**src/rtl/entity_scanline_prefetch_pkg.sv**
```systemverilog
// Shared constants, entity field layout and FSM encodings for the scanline sprite prefetcher.
package entity_scanline_prefetch_pkg;

  localparam int UPSCALE  = 5;
  localparam int TILE_PX  = 8 * UPSCALE;
  localparam int TILES_H  = 16;
  localparam int TILE_ROWS = 12;
  localparam int ENT_W    = 14;

  localparam int ID_LSB     = 10;
  localparam int ORIENT_LSB = 8;
  localparam int LOC_LSB    = 0;

  localparam logic [3:0] ID_UNUSED = 4'hF;
  // Locations at or beyond this index lie below the visible playfield.
  localparam int LOC_LIMIT = TILE_ROWS * TILES_H;

  typedef struct packed {
    logic [3:0] id;
    logic [1:0] orient;
    logic [7:0] loc;
  } entity_t;

  typedef enum logic [1:0] {
    ST_IDLE = 2'd0,
    ST_SCAN = 2'd1,
    ST_WAIT = 2'd2,
    ST_DONE = 2'd3
  } fsm_state_t;

  function automatic logic [3:0] tile_of(input logic [9:0] v);
    return 4'(v / 10'(TILE_PX));
  endfunction

  function automatic logic [2:0] sub_of(input logic [9:0] v);
    return 3'((v % 10'(TILE_PX)) / 10'(UPSCALE));
  endfunction

endpackage

```
**src/rtl/entity_scanline_prefetch_slot_bank.sv**
```systemverilog
// Double-buffered sprite row slots: shadow bank filled during blanking, active bank read by the pixel path.
// Optional ENT_COLLISION_EN adds a flag for two overlapping sprites both drawing black.
module entity_slot_bank
  import entity_scanline_prefetch_pkg::*;
#(
  parameter int NUM_ENT = 8,
  parameter int IDX_W   = $clog2(NUM_ENT)
) (
  input  logic             clk,
  input  logic             reset,
  input  logic             wr_en,
  input  logic [IDX_W-1:0] wr_idx,
  input  logic [3:0]       wr_col,
  input  logic [7:0]       wr_row,
  input  logic             clear,
  input  logic             swap,
  input  logic [3:0]       tc,
  input  logic [2:0]       px,
  output logic             hit,
  output logic             pix
`ifdef ENT_COLLISION_EN
  ,
  output logic             black_pair
`endif
);

  logic [NUM_ENT-1:0] shadow_valid;
  logic [NUM_ENT-1:0] active_valid;
  logic [3:0]         shadow_col [NUM_ENT];
  logic [7:0]         shadow_row [NUM_ENT];
  logic [3:0]         active_col [NUM_ENT];
  logic [7:0]         active_row [NUM_ENT];

  always_ff @(posedge clk or negedge reset) begin
    if (!reset) begin
      shadow_valid <= '0;
      active_valid <= '0;
    end else begin
      if (swap) active_valid <= shadow_valid;
      if (clear) shadow_valid <= '0;
      else if (wr_en) shadow_valid[wr_idx] <= 1'b1;
    end
  end

  always_ff @(posedge clk) begin
    if (wr_en) begin
      shadow_col[wr_idx] <= wr_col;
      shadow_row[wr_idx] <= wr_row;
    end
    if (swap) begin
      for (int i = 0; i < NUM_ENT; i++) begin
        active_col[i] <= shadow_col[i];
        active_row[i] <= shadow_row[i];
      end
    end
  end

  // Walk from the top index down so the lowest-index slot wins.
  always_comb begin
    hit = 1'b0;
    pix = 1'b0;
    for (int i = NUM_ENT - 1; i >= 0; i--) begin
      if (active_valid[i] && active_col[i] == tc) begin
        hit = 1'b1;
        pix = active_row[i][px];
      end
    end
  end

`ifdef ENT_COLLISION_EN
  always_comb begin
    logic seen;
    seen       = 1'b0;
    black_pair = 1'b0;
    for (int i = 0; i < NUM_ENT; i++) begin
      if (active_valid[i] && active_col[i] == tc && !active_row[i][px]) begin
        black_pair = black_pair | seen;
        seen       = 1'b1;
      end
    end
  end
`endif

endmodule

```
**src/rtl/entity_scanline_prefetch.sv**
```systemverilog
// Scanline sprite prefetcher: fetches visible sprite rows during h-blank and renders 1-bit colour.
// Build option ENT_COLLISION_EN adds the registered collision output.
module entity_scanline_prefetch
  import entity_scanline_prefetch_pkg::*;
#(
  parameter int NUM_ENT  = 8,
  parameter int H_ACTIVE = 640,
  parameter int H_TOTAL  = 800,
  parameter int V_ACTIVE = 480,
  parameter int V_TOTAL  = 525
) (
  input  logic                     clk,
  input  logic                     reset,
  input  logic [NUM_ENT*ENT_W-1:0] entities,
  input  logic [9:0]               counter_H,
  input  logic [9:0]               counter_V,
  output logic                     rom_req,
  output logic [3:0]               rom_sprite_id,
  output logic [1:0]               rom_orient,
  output logic [2:0]               rom_line,
  input  logic [7:0]               rom_data,
  output logic                     colour,
  output logic                     prefetch_busy
`ifdef ENT_COLLISION_EN
  ,
  output logic                     collision
`endif
);

  localparam int IDX_W = $clog2(NUM_ENT);

  fsm_state_t       state;
  logic [IDX_W-1:0] idx;
  logic [3:0]       req_col;

  logic [9:0] v_next;
  logic [3:0] t_row;
  logic [2:0] line_idx;
  entity_t    ent;
  logic       ent_match;
  logic       last_ent;
  logic       line_start;
  logic       line_end;

  assign v_next     = (counter_V == 10'(V_TOTAL - 1)) ? 10'd0 : counter_V + 10'd1;
  assign t_row      = tile_of(v_next);
  assign line_idx   = sub_of(v_next);
  assign ent        = entity_t'(entities[idx*ENT_W +: ENT_W]);
  assign last_ent   = (idx == IDX_W'(NUM_ENT - 1));
  assign line_start = (counter_H == 10'(H_ACTIVE));
  assign line_end   = (counter_H == 10'(H_TOTAL - 1));

  assign ent_match = (state == ST_SCAN) && (ent.id != ID_UNUSED) &&
                     (ent.loc < 8'(LOC_LIMIT)) && (ent.loc[7:4] == t_row);

  // The ROM samples the request in the SCAN cycle and answers during WAIT.
  assign rom_req       = ent_match;
  assign rom_sprite_id = ent_match ? ent.id : 4'd0;
  assign rom_orient    = ent_match ? ent.orient : 2'd0;
  assign rom_line      = ent_match ? line_idx : 3'd0;
  assign prefetch_busy = (state == ST_SCAN) || (state == ST_WAIT);

  always_ff @(posedge clk or negedge reset) begin
    if (!reset) begin
      state <= ST_IDLE;
      idx   <= '0;
    end else if (line_end) begin
      // Bank swap happens here regardless of progress; anything unfetched stays invalid.
      state <= ST_IDLE;
      idx   <= '0;
    end else begin
      case (state)
        ST_IDLE: begin
          if (line_start) begin
            idx   <= '0;
            state <= (v_next >= 10'(V_ACTIVE)) ? ST_DONE : ST_SCAN;
          end
        end
        ST_SCAN: begin
          if (ent_match) state <= ST_WAIT;
          else if (last_ent) state <= ST_DONE;
          else idx <= idx + IDX_W'(1);
        end
        ST_WAIT: begin
          if (last_ent) begin
            state <= ST_DONE;
          end else begin
            idx   <= idx + IDX_W'(1);
            state <= ST_SCAN;
          end
        end
        default: state <= ST_DONE;
      endcase
    end
  end

  always_ff @(posedge clk) begin
    if (ent_match) req_col <= ent.loc[3:0];
  end

  logic       bank_hit;
  logic       bank_pix;
`ifdef ENT_COLLISION_EN
  logic       bank_pair;
`endif

  entity_slot_bank #(
    .NUM_ENT(NUM_ENT)
  ) u_bank (
    .clk    (clk),
    .reset  (reset),
    .wr_en  (state == ST_WAIT),
    .wr_idx (idx),
    .wr_col (req_col),
    .wr_row (rom_data),
    .clear  ((state == ST_IDLE) && line_start),
    .swap   (line_end),
    .tc     (tile_of(counter_H)),
    .px     (sub_of(counter_H)),
    .hit    (bank_hit),
    .pix    (bank_pix)
`ifdef ENT_COLLISION_EN
    ,
    .black_pair(bank_pair)
`endif
  );

  // Stage p0 -> p1: pixel colour registered one cycle after the counters.
  logic in_active_p0;
  logic colour_p1;

  assign in_active_p0 = (counter_H < 10'(H_ACTIVE)) && (counter_V < 10'(V_ACTIVE));

  always_ff @(posedge clk or negedge reset) begin
    if (!reset) colour_p1 <= 1'b0;
    else        colour_p1 <= in_active_p0 ? (bank_hit ? bank_pix : 1'b1) : 1'b0;
  end

  assign colour = colour_p1;

`ifdef ENT_COLLISION_EN
  logic collision_p1;

  always_ff @(posedge clk or negedge reset) begin
    if (!reset) collision_p1 <= 1'b0;
    else        collision_p1 <= in_active_p0 && bank_pair;
  end

  assign collision = collision_p1;
`endif

endmodule

```
**config.mk**
```make
export PLATFORM = sky130hd
export DESIGN_NAME = entity_scanline_prefetch
export DESIGN_NICKNAME = d
export VERILOG_FILES = /design/src/rtl/entity_scanline_prefetch_pkg.sv /design/src/rtl/entity_scanline_prefetch_slot_bank.sv /design/src/rtl/entity_scanline_prefetch.sv
export SDC_FILE = /design/constraint.sdc
export NUM_CORES = 1
export LEC_CHECK = 0
export ABC_CLOCK_PERIOD_IN_PS = 11900
export CAP_MARGIN = 20
export CORE_AREA = 2 2 170 172
export CTS_BUF_LIST = sky130_fd_sc_hd__clkbuf_8
export DETAILED_ROUTE_END_ITERATION = 7
export DIE_AREA = 0 0 172 174
export DONT_BUFFER_PORTS = 1
export PLACE_DENSITY = 0.63
export REMOVE_ABC_BUFFERS = 1
export SLEW_MARGIN = 15
export SYNTH_ARGS = -nofsm -noshare
export SYNTH_HDL_FRONTEND = slang
export SYNTH_SLANG_ARGS = --single-unit
```
**constraint.sdc**
```tcl
create_clock -name clk -period 11.9 [get_ports clk]
set_clock_uncertainty 0.05 [all_clocks]
set_input_delay 2.38 -clock clk [delete_from_list [all_inputs] [get_ports clk]]
set_output_delay 2.38 -clock clk [all_outputs]
set_load 0.02 [all_outputs]
```
## Word-level counts from Yosys, hierarchy flattened

Memory sizes are Yosys's and may differ from the RTL's.
Index checks and enable logic that the tools add are counted.

| cells by class | value |
|---|---|
| multiplexer cells | 58 |
| eq/ne operators | 19 |
| $mul | 1 |
| magnitude comparators | 7 |
| shift operators | 1 |
| add/sub/neg operators | 2 |
| bitwise operators | 1 |
| reduce and logical (&&, ||, !) cells | 20 |
| div/mod/pow operators | 6 |

Operators with widths:

| cell | count |
|---|---|
| $shiftx A112 B8 Y14 | 1 |
| $eq A4 B4 Y1 | 9 |
| $mux W1 | 31 |
| $eq A10 B10 Y1 const B | 3 |
| $bmux W1 S3 | 8 |
| $div A10 B3 Y10 const B | 2 |
| $div A10 B6 Y10 const B | 2 |
| $mod A10 B6 Y10 const B | 2 |
| $mux W8 | 2 |
| $mux W3 | 5 |
| $logic_and A1 B1 Y1 | 14 |
| $mux W2 | 7 |
| $add A10 B1 Y10 const B | 1 |
| $ge A10 B9 Y1 const B | 1 |
| $lt A10 B10 Y1 const B | 1 |
| $lt A10 B9 Y1 const B | 1 |
| $mux W10 | 1 |
| $pmux W3 S3 | 1 |
| $lt A3 B4 Y1 const B | 2 |
| $lt A8 B8 Y1 const B | 1 |
| $ne A4 B4 Y1 const B | 2 |
| $or A8 B8 Y8 | 1 |
| $mul A3 B3 Y6 const B | 1 |
| $ne A3 B3 Y1 const B | 2 |
| other kinds (14) | 14 |

| storage, ports and cells | value |
|---|---|
| output and inout bits | 12 |
| word-level logic and storage cells | 125 |
| memories | 4 |
| bits in writable memories | 192 |
| register bits after elaboration | 26 |

Memory list:

| memory | words | bits a word | rd ports | clocked after memory_dff | write ports | line | source |
|---|---|---|---|---|---|---|---|
| u_bank.active_row | 8 | 8 | 8 | 0 | 8 | entity_scanline_prefetch_slot_bank.sv:32 | `logic [7:0] active_row [NUM_ENT];` |
| u_bank.shadow_row | 8 | 8 | 8 | 0 | 1 | entity_scanline_prefetch_slot_bank.sv:30 | `logic [7:0] shadow_row [NUM_ENT];` |
| u_bank.active_col | 8 | 4 | 8 | 0 | 8 | entity_scanline_prefetch_slot_bank.sv:31 | `logic [3:0] active_col [NUM_ENT];` |
| u_bank.shadow_col | 8 | 4 | 8 | 0 | 1 | entity_scanline_prefetch_slot_bank.sv:29 | `logic [3:0] shadow_col [NUM_ENT];` |

## Longest topological paths before layout

| logic depth | value |
|---|---|
| depth in word-level cells | 14 |
| gate-level depth with buffers | 22 |
| mapped depth without buffers | 18 |

## Modules after synthesis

Synthesis repeated with hierarchy kept, for this count alone.

| unflattened totals | value |
|---|---|
| cells, all modules | 843 |
| area, all modules | 11215.8 µm² |

By module, submodules not included:

| module | cells each | sequential area each (µm²) | instances | area an instance (µm²) |
|---|---|---|---|---|
| entity_slot_bank | 345 | 6165.9 | 1 | 7368.3 |
| entity_scanline_prefetch | 498 | 270.3 | 1 | 3847.4 |

## Least setup slack after synthesis

OpenSTA, ideal clock, no wires.

| timing path | value |
|---|---|
| kind | in2out |
| start | in counter_V[0] |
| end | out rom_line[0] |
| setup slack | 3.516 ns |
| cell stages on the path | 16 |
| data required time | 9.470 ns |
| arrival | 5.954 ns |
| buffers on the path | 0 |
| cells stage by stage | ha_1 -> inv_1 -> or3_1 -> xor2_1 -> a221oi_1 -> a221oi_2 -> nand2_1 -> o211ai_1 -> a21oi_1 -> nand2_1 -> o21ai_0 -> ha_1 -> a221oi_1 -> nor3_1 -> a311oi_1 -> a2bb2oi_2 |

| on the way | value |
|---|---|
| cells in the longest elaborated chain, start to end | 6 |

Ends and longest elaborated chain:

| what | line | source |
|---|---|---|
| start: declaration | entity_scanline_prefetch.sv:16 | `input logic [9:0] counter_V,` |
| $add A10 B1 Y10 or $eq A10 B10 Y1 (tied branches) | entity_scanline_prefetch.sv:45 | `assign v_next = (counter_V == 10'(V_TOTAL - 1)) ? 10'd0 : counter_V + 10'd1;` |
| $mux W10 * | entity_scanline_prefetch.sv:45 |  |
| branches (longest 3 deep; another with $mod A10 B6 Y10) | n/a |  |
| $mux W3 * | entity_scanline_prefetch.sv:60 | `assign rom_line = ent_match ? line_idx : 3'd0;` |
| end: declaration | entity_scanline_prefetch.sv:20 | `output logic [2:0] rom_line,` |

Mark *: on every way between the ends.

## Worst setup path in the final report

Ends and elaborated chain as after synthesis.

==> reports/metrics.yaml <==
detailed_routing:
  first_pass_iters: 7
  vias_per_cell: 5.516
  routed_wl_um: 23030
  vias: 6868
  drtIter0Drc: 722
  drc_errors: 0
  ant_nets: 0
  wl_per_cell_um: 18.50
synth:
  muxShareOfSynthArea: 0.1043
  synth_area_um2: 11080
  yosys.area_share.adder: 0.01740
  synth_compound_gate_area_share: 0.1140
  synth-xor-area-share: 0.03626
  synth_flop_cell: "edfxtp_1"
  yosysUniqueCellTypes: 92
  synth_edf_count: 196
  netlist_instances: 832
  synth_seq_cells: 218
  async_flop_share: 0.1009
  ys_seq_area_frac: 0.5810
  yosys.area_share.simple: 0.1205
  synth_top_family_by_area: "simple AND/OR/NAND/NOR gates"
  avgSynthCellArea_um2: 13.31
  ys_warn_count: 0
power_and_ir_drop:
  p_leak_uw: 0.004010
  irDropWorstVdd_mv: 0.1293
  powerDensity_nw_per_um2: 158.1
hold_path:
  hold_start: "u_bank.shadow_row[0][7]"
  min_path_type: "reg2reg"
finish:
  finalCoreUtilization: 0.4268
  syn2layout_area_growth_pct: 8.788
  mostFrequentLayoutCells: "edfxtp_1, nand2_1, nor2_1"
  final_nets: 996
  antenna_cells: 0
  final_common_cell: "edfxtp_1"
  drive_above_1_share: 0.1498
clock_tree:
  cts_made_buffers: 35
  post-cts-setup-buffers: 0
  h-tree-depth: 2
  cts_root_buffer: "clkbuf_8"
  postCtsHoldBufs: 0
  cts_resized: 0
  clkSinkCount: 218
  clock_latency_ns: 0.49
  cts_tree: "yes"
  cts_buffer_depth: 3
  clk_pin_slew_worst_paths_ns: 0.06
grt:
  use_met2: 0.2428
  grtUsageMet1: 0.2146
  grt_pass1_wl_um: 35990
  grt_usage: 0.1523
  grt_use_met3: 0.03165
  busiest_layer: "met2"
  grt_pass1_vias: 6701
  grt-ovfl-total: 0
  grt_start_max_net_pins: 55
  antenna_found_initial: 1
floorplanning:
  core_area_um2: 28240
  std_cell_rows: 62
  pin_count: 154
  dieWidth_um: 172
  die_area_um2: 29930
  die_y_um: 174
  start_util: 0.3923
timing:
  drv_slew: 0
  slew_headroom: 0.3850
  clock.fmax_ghz: 0.1087
  tightest_slew_ns: 0.9215
  fin_crit_ns: 9.200
  period_share: 0.7731
  fin_ws_ns: 2.700
  rsz0062_at_grt: "false"
  finalSetupViolations: 0
  final-hold-violation-count: 0
flow_run:
  maxCapViolCount: 0
critical_path:
  r2r_start: "idx[0]"
  critPathLaunchType: "primary input"
  path_max_fanout: 12
  criticalPathCategory: "in2out"
  startpoint: "counter_V[0]"
  cp-end-kind: "primary output"
  required_ns: 9.47
  arrival_ns: 6.77
placed_design:
  dp_hpwl_um: 16030
  io_buffers: 0
  pre_cts_ws_ns: 2.744
  place_congestion: 0.8596
run_status:
  status: "finished, final reports clean"
==> cells in the mapped netlist, drive strengths merged, types with 7 or more instances <==
cell type,number,share of area
dfrtp,22,0.050
nor3,28,0.013
nor2,64,0.022
a221oi,9,0.0088
ha,13,0.015
xnor2,17,0.014
a21oi,21,0.011
o21ai,25,0.012
buf,23,0.014
mux4,28,0.057
o31ai,7,0.0052
a22oi,8,0.0054
clkbuf,18,0.0061
xor2,28,0.022
mux2i,31,0.028
nand3,21,0.010
nand2,66,0.023
and3,9,0.0055
nand2b,9,0.0051
or2,8,0.0045
mux2,19,0.019
inv,18,0.0061
edfxtp,196,0.53
o211ai,11,0.0079
nand3b,10,0.0068
==> state kept, by name, indices dropped and copies added (netlist names), 3 cells and up <==
name and count:
u_bank.active_col 32, u_bank.shadow_valid 8, req_col 4, idx 3, u_bank.active_row 64, u_bank.active_valid 8, u_bank.shadow_col 32, u_bank.shadow_row 64
==> logic make-up after synthesis <==
logic type,count (synthesis)
simple gates,259
flops,218
compound gates,157
mux,78
buf+inv,59
xor+xnor,45
fa+ha+maj,16
==> routing by layer <==
layer	vias up	wire length, µm	share of wire
met5	-	13	0.00056
met4	2	307	0.013
met3	28	1477	0.064
met2	229	10810	0.47
met1	3352	10420	0.45
li1	3257	-	-
==> stage by stage <==
step / instances / cell area (µm²) / power, µW / hold slack, ns / TNS, ns
4_1_cts: 1245 / 12050 / 1927 / 0.3588 / 0
6_report: 1245 / 12050 / 1905 / 0.3560 / 0
5_1_grt: 1245 / 12050 / 2006 / 0.3638 / 0
2_1_floorplan: 791 / 10850 / 1269 / 0.3503 / -278.32
3_3_place_gp: 1188 / 11450 / 1363 / 0.3502 / 0
3_5_place_dp: 1188 / 11450 / 1369 / 0.3545 / 0
==> critical path, stage by stage <==
cell and delay, ns:
ha_1 0.19, inv_1 0.08, nor3_1 0.36, xor2_1 0.68
o21ai_0 0.27, a32o_1 0.33, nor3_1 0.29, mux2i_1 0.12
o211ai_1 0.46, a21oi_1 0.14, nand2_1 0.08, o21ai_0 0.14
ha_1 0.28, a221oi_1 0.22, nor3_1 0.12, a311oi_1 0.33
a2bb2oi_2 0.29
==> layout make-up <==
| class | count | area, µm² |
|---|---|---|
| clock buffers | 38 | 523.0 |
| clock inverters | 19 | 78.83 |
| fillers | 2608 | 16190 |
| inverters | 18 | 67.56 |
| multi-input cells | 555 | 4365 |
| flip-flops and latches | 218 | 6437 |
| well taps | 384 | 480.5 |
| repair buffers | 13 | 97.59 |
==> power breakdown <==
group	switching, µW	internal [µW]
Clock	263	292
Sequential	39.7	884
Combinational	227	199
==> final timing paths <==
kind                                                 to  slack [ns]  cells past startpoint
worst max-delay path                        rom_line[0]        2.70                     17
worst min-delay path            u_bank.active_row[0][7]        0.36                      0
worst max register to register                   idx[1]        7.94                      8
worst min register to register  u_bank.active_row[0][7]        0.36                      0
max in group asynchronous        u_bank.shadow_valid[7]       10.18                      0
min in group asynchronous                        idx[2]        1.53                      0
Note: power is estimated with default switching activity, not from simulation.
